File: config.mk
export PLATFORM = sky130hd
export DESIGN_NAME = keyboard_expr_queue
export DESIGN_NICKNAME = d
export VERILOG_FILES = /design/src/rtl/keyboard_expr_queue.sv
export SDC_FILE = /design/constraint.sdc
export NUM_CORES = 1
export LEC_CHECK = 0
export BUFFER_PORTS_ARGS = -buffer_cell sky130_fd_sc_hd__buf_4
export CORE_MARGIN = 4
export CORE_UTILIZATION = 56
export DETAILED_ROUTE_END_ITERATION = 8
export PLACE_DENSITY = 0.75
export SETUP_SLACK_MARGIN = 0.5
export SYNTH_ARGS = -nofsm -noshare
export SYNTH_HDL_FRONTEND = slang
export SYNTH_SLANG_ARGS = --single-unit
File: constraint.sdc
create_clock -name clk -period 4.6 [get_ports clk]
set_clock_uncertainty 0.15 [all_clocks]
set_input_delay 0.92 -clock clk [delete_from_list [all_inputs] [get_ports clk]]
set_output_delay 0.92 -clock clk [all_outputs]
set_load 0.01 [all_outputs]
File: src/rtl/keyboard_expr_queue.sv
// Assembles keyboard tokens into {A, op, B} expressions and queues them FIFO for the ALU.
// Optional result chaining (ALU result becomes the next A) is enabled by defining KBD_CHAIN_EN.
module keyboard_expr_queue #(
  parameter int W     = 8,
  parameter int DEPTH = 2
) (
  input  logic                       clk,
  input  logic                       rst,
  input  logic                       op_ctrl,
  input  logic [W-1:0]               number,
  input  logic [3:0]                 operand,
  input  logic                       clr,
  input  logic [W-1:0]               result,
  input  logic                       result_valid,
  output logic [W-1:0]               out_a,
  output logic [W-1:0]               out_b,
  output logic [3:0]                 out_op,
  output logic                       valid,
  input  logic                       out_ready,
  output logic                       err,
  output logic [$clog2(DEPTH+1)-1:0] count
);

  localparam int CW = $clog2(DEPTH + 1);
  localparam int PW = (DEPTH > 1) ? $clog2(DEPTH) : 1;

  typedef enum logic [1:0] {
    S_A  = 2'd0,
    S_OP = 2'd1,
    S_B  = 2'd2
  } state_t;

  state_t          r_state;
  state_t          w_state_nxt;
  logic            r_strobe_prev;
  logic [W-1:0]    r_a;
  logic [3:0]      r_op;
  logic [W-1:0]    r_mem_a  [DEPTH];
  logic [W-1:0]    r_mem_b  [DEPTH];
  logic [3:0]      r_mem_op [DEPTH];
  logic [PW-1:0]   r_wr_ptr;
  logic [PW-1:0]   r_rd_ptr;
  logic [CW-1:0]   r_count;
  logic [CW-1:0]   w_count_nxt;
  logic [W-1:0]    r_out_a;
  logic [W-1:0]    r_out_b;
  logic [3:0]      r_out_op;
  logic            r_valid;
  logic            r_err;

  logic            w_token;
  logic            w_op_ok;
  logic            w_load_a;
  logic            w_load_res;
  logic            w_load_op;
  logic            w_push_req;
  logic            w_op_err;
  logic            w_full;
  logic            w_pop;
  logic            w_push;
  logic            w_drop;
  logic [PW-1:0]   w_rd_next;

  function automatic logic [PW-1:0] ptr_inc(input logic [PW-1:0] p);
    return (p == PW'(DEPTH - 1)) ? {PW{1'b0}} : (p + PW'(1));
  endfunction

  assign w_token   = op_ctrl & ~r_strobe_prev;
  assign w_op_ok   = (operand >= 4'hA) && (operand <= 4'hD);
  assign w_full    = (r_count == CW'(DEPTH));
  assign w_pop     = r_valid & out_ready;
  assign w_push    = w_push_req & (~w_full | w_pop);
  assign w_drop    = w_push_req & w_full & ~w_pop;
  assign w_rd_next = ptr_inc(r_rd_ptr);

`ifndef KBD_CHAIN_EN
  logic w_unused_chain;
  assign w_unused_chain = &{1'b0, result, result_valid};
`endif

  always_ff @(posedge clk or negedge rst) begin
    if (!rst) begin
      r_state       <= S_A;
      r_strobe_prev <= 1'b1;
    end else begin
      r_state       <= w_state_nxt;
      r_strobe_prev <= op_ctrl;
    end
  end

  // clr overrides any token on the same edge; result chaining only applies without a token
  always_comb begin
    w_state_nxt = r_state;
    w_load_a    = 1'b0;
    w_load_res  = 1'b0;
    w_load_op   = 1'b0;
    w_push_req  = 1'b0;
    w_op_err    = 1'b0;
    if (clr) begin
      w_state_nxt = S_A;
    end else begin
      case (r_state)
        S_A: begin
          if (w_token) begin
            w_load_a    = 1'b1;
            w_state_nxt = S_OP;
          end
`ifdef KBD_CHAIN_EN
          else if (result_valid) begin
            w_load_res  = 1'b1;
            w_state_nxt = S_OP;
          end
`endif
          else begin
            w_state_nxt = S_A;
          end
        end
        S_OP: begin
          if (w_token && w_op_ok) begin
            w_load_op   = 1'b1;
            w_state_nxt = S_B;
          end else if (w_token) begin
            w_op_err    = 1'b1;
            w_state_nxt = S_OP;
          end else begin
            w_state_nxt = S_OP;
          end
        end
        S_B: begin
          if (w_token) begin
            w_push_req  = 1'b1;
            w_state_nxt = S_A;
          end else begin
            w_state_nxt = S_B;
          end
        end
        default: w_state_nxt = S_A;
      endcase
    end
  end

  always_comb begin
    case ({w_push, w_pop})
      2'b10:   w_count_nxt = r_count + CW'(1);
      2'b01:   w_count_nxt = r_count - CW'(1);
      default: w_count_nxt = r_count;
    endcase
  end

  always_ff @(posedge clk or negedge rst) begin
    if (!rst) begin
      r_a  <= {W{1'b0}};
      r_op <= 4'h0;
    end else begin
      if (w_load_a) begin
        r_a <= number;
      end else if (w_load_res) begin
        r_a <= result;
      end
      if (w_load_op) begin
        r_op <= operand;
      end
    end
  end

  // The head registers are loaded with whatever entry will be at the front after this edge
  always_ff @(posedge clk or negedge rst) begin
    if (!rst) begin
      for (int i = 0; i < DEPTH; i++) begin
        r_mem_a[i]  <= {W{1'b0}};
        r_mem_b[i]  <= {W{1'b0}};
        r_mem_op[i] <= 4'h0;
      end
      r_wr_ptr <= {PW{1'b0}};
      r_rd_ptr <= {PW{1'b0}};
      r_count  <= {CW{1'b0}};
      r_valid  <= 1'b0;
      r_err    <= 1'b0;
      r_out_a  <= {W{1'b0}};
      r_out_b  <= {W{1'b0}};
      r_out_op <= 4'h0;
    end else begin
      if (w_push) begin
        r_mem_a[r_wr_ptr]  <= r_a;
        r_mem_b[r_wr_ptr]  <= number;
        r_mem_op[r_wr_ptr] <= r_op;
        r_wr_ptr           <= ptr_inc(r_wr_ptr);
      end
      if (w_pop) begin
        r_rd_ptr <= w_rd_next;
      end
      r_count <= w_count_nxt;
      r_valid <= (w_count_nxt != {CW{1'b0}});
      r_err   <= w_op_err | w_drop;
      if (w_pop && (r_count != CW'(1))) begin
        r_out_a  <= r_mem_a[w_rd_next];
        r_out_b  <= r_mem_b[w_rd_next];
        r_out_op <= r_mem_op[w_rd_next];
      end else if (w_push && (w_pop || (r_count == {CW{1'b0}}))) begin
        r_out_a  <= r_a;
        r_out_b  <= number;
        r_out_op <= r_op;
      end
    end
  end

  assign out_a  = r_out_a;
  assign out_b  = r_out_b;
  assign out_op = r_out_op;
  assign valid  = r_valid;
  assign err    = r_err;
  assign count  = r_count;

endmodule

==> results_dict.tcl <==
set metrics [dict create \
    gp_congestion 0.8093 \
    ir_worst_vdd_uv 393.6 \
    finalHoldViolCount 0 \
    wl_mm 6.959 \
    grt_pass1_vias 2361 \
    grt_setup_unrepaired "no" \
    ys_seq_area_share_pct 56.38 \
    cts_tree "built" \
    clk_latency_ns 0.35 \
    root_buffer "clkbuf_8" \
    setup_viol 0 \
    clk_pin_slew_ns 0.08 \
    dpl.hpwl_mm 4.303 \
    final_cell_mix "80 x dfrtp_1, 45 x buf_4, 41 x mux2_2" \
    hold_class "reg -> reg" \
    holdWs_ns 0.3575 \
    drv_slew 0 \
    drtAntennaViolNets 0 \
    crit_arrival_ns 2.73 \
    min_period_ns 2.622 \
    n_antenna_cell 0 \
    dpl.cell_count 382 \
    grt_max_degree 82 \
    critPathKind "in -> reg" \
    syn_nets 307 \
    regArea_um2 2028 \
    die_h_um 88.15 \
    synth_area_per_cell_um2 12.94 \
    syn2layout_area_growth_pct 16.10 \
    critical_path.endpoint_type "register" \
    syn_area_um2 3597 \
    nFillCells 455 \
    path_max_fanout 19 \
    required_ns 4.70 \
    instances_no_fill 397 \
    power_leakage_nw 2.116 \
    route.vias.total 2282 \
    avgRoutedWirePerCell_um 17.53 \
    hold_buffers 0 \
    rr_worst_depth 6 \
    yosys_warnings 0 \
    fmax_mhz 381.4 \
    start_util_pct 59.35 \
    die_width_um 88.15 \
    postCtsSetupRepairBufs 0 \
    first_pass_iters 5 \
    relSlewSlack_pct 33.86 \
    power.total_mw 2.195 \
    cts_buffers 9 \
    tns_ns 0 \
    multi_input_area_um2 1474 \
    core_um2 6061 \
    final_nets 347 \
    startpoint_type "input pin" \
    outcome "complete, no violations" \
    io_buffers 40 \
    ios 50 \
    grt-ovfl-total 0 \
    min_delay_path_depth 1 \
    drive_gt1_share_pct 35.40 \
    grt_usage_pct 19.81 \
    avgViaCountPerCell 5.748 \
    antenna_found_initial 0 \
    synthCells 278 \
    num_rows 28 \
    drc 0 \
    ctsHtreeMaxLevel 3 \
    cts.sinks 81 \
    grt_pass1_wl_mm 11.67 \
    post_cts_resize_count 0 \
    clk_path_buf_depth 2 \
    maxCapViolCount 0 \
    postSynthRegisterBits 81 \
    worstMarginPinSlew_ns 0.9921 \
    first_iter_violations 127 \
    die_area_um2 7770 \
    timing.final.crit_share_pct 57.00 \
    layout_commonest_cell "dfrtp_1" \
    p_per_area_nw_per_um2 525.7 \
    synthDistinctLibCells 38 \
]
critical path, cell delays in order:
cell and delay [ns]:
buf_4 0.12, nor3b_1 0.49, o211a_1 0.77, a21oi_1 0.18, a22oi_1 0.24
flip-flops by register name, indices dropped and copies added, names as in the netlist, 2 cells and up:
register,cells
count,2
out_a,8
out_b,8
out_op,4
r_a,8
r_mem_a,16
r_mem_b,16
r_mem_op,8
r_op,4
r_state,2
cell usage after synthesis (all sizes together):
cell | n | area (um2)
or3b | 1 | 11.26
xor2 | 1 | 8.760
o21ai | 3 | 15.01
clkbuf | 7 | 26.28
nor2 | 3 | 18.77
or3 | 1 | 6.260
or2b | 1 | 7.510
nand3b | 1 | 7.510
mux2i | 24 | 240.2
a2111oi | 1 | 8.760
and4b | 1 | 10.01
nand2 | 27 | 101.4
o22ai | 1 | 6.260
nor2b | 3 | 18.77
dfrtp | 80 | 2002
a22oi | 19 | 142.6
nor3b | 3 | 32.53
nand2b | 2 | 12.51
a22o | 1 | 8.760
inv | 3 | 11.26
ha | 3 | 37.54
dfstp | 1 | 26.28
o211a | 1 | 10.01
a21oi | 22 | 110.1
xnor2 | 3 | 26.28
nand3 | 3 | 15.01
and2 | 1 | 6.260
a32oi | 1 | 8.760
mux2 | 50 | 593.1
buf | 9 | 60.05
o211ai | 1 | 7.510
cells by family (layout without fill, tap and decap cells):
group                      after synthesis  in the layout  synth area share, %
DFF                                     81             81                56.38
muxes                                   74             74                23.17
AOI/OAI and AO/OA                       50             50                8.835
and+or+nand+nor                         47             47                6.887
buffers and inverters                   19             63                2.713
xor gates and xnor gates                 4              4               0.9741
adders and majority gates                3              3                1.044
cell type report:
class                   count  area share, %
clock buffers              10          3.056
clock inverters             5          2.487
inverters                   3         0.2696
multi-input cells         178          35.29
flip-flops and latches     81          48.56
well taps                  75          2.247
repair buffers             45          8.089
worst paths after layout:
path                                              from                     end  slack, ns
worst min-delay path            r_mem_a[7]$_DFFE_PN0P_  r_mem_a[7]$_DFFE_PN0P_       0.36
worst min register to register  r_mem_a[7]$_DFFE_PN0P_  r_mem_a[7]$_DFFE_PN0P_       0.36
max in group asynchronous                          rst    out_b[5]$_DFFE_PN0P_       3.08
worst max register to register      count[0]$_DFF_PN0_    out_a[2]$_DFFE_PN0P_       2.29
min in group asynchronous                          rst      count[0]$_DFF_PN0_       0.60
worst max-delay path                               clr    out_a[2]$_DFFE_PN0P_       1.98
report_power, final:
| group | switching [mW] | internal [mW] |
|---|---|---|
| logic | 0.305 | 0.326 |
| clock network | 0.248 | 0.359 |
| registers | 0.111 | 0.847 |
per-layer routing:
layer | vias to the layer above | wire length [um] | global-route usage [%]
li1 | 1079 | - | -
met1 | 1148 | 3162 | 27.30
met2 | 47 | 3410 | 31.85
met3 | 8 | 302 | 4.045
met4 | 0 | 83 | 6.181
met5 | - | 0 | 0
stage by stage:
stage          cell area [um2]  utilization [%]  setup slack (ns)
6_report                  4177            68.91             1.978
5_1_grt                   4177            68.91             1.867
4_1_cts                   4177            68.91             1.976
3_5_place_dp              3945            65.09             1.657
3_3_place_gp              3945            65.09             1.726
2_1_floorplan             3597                -             2.229
(Power assumes the default switching activity.)
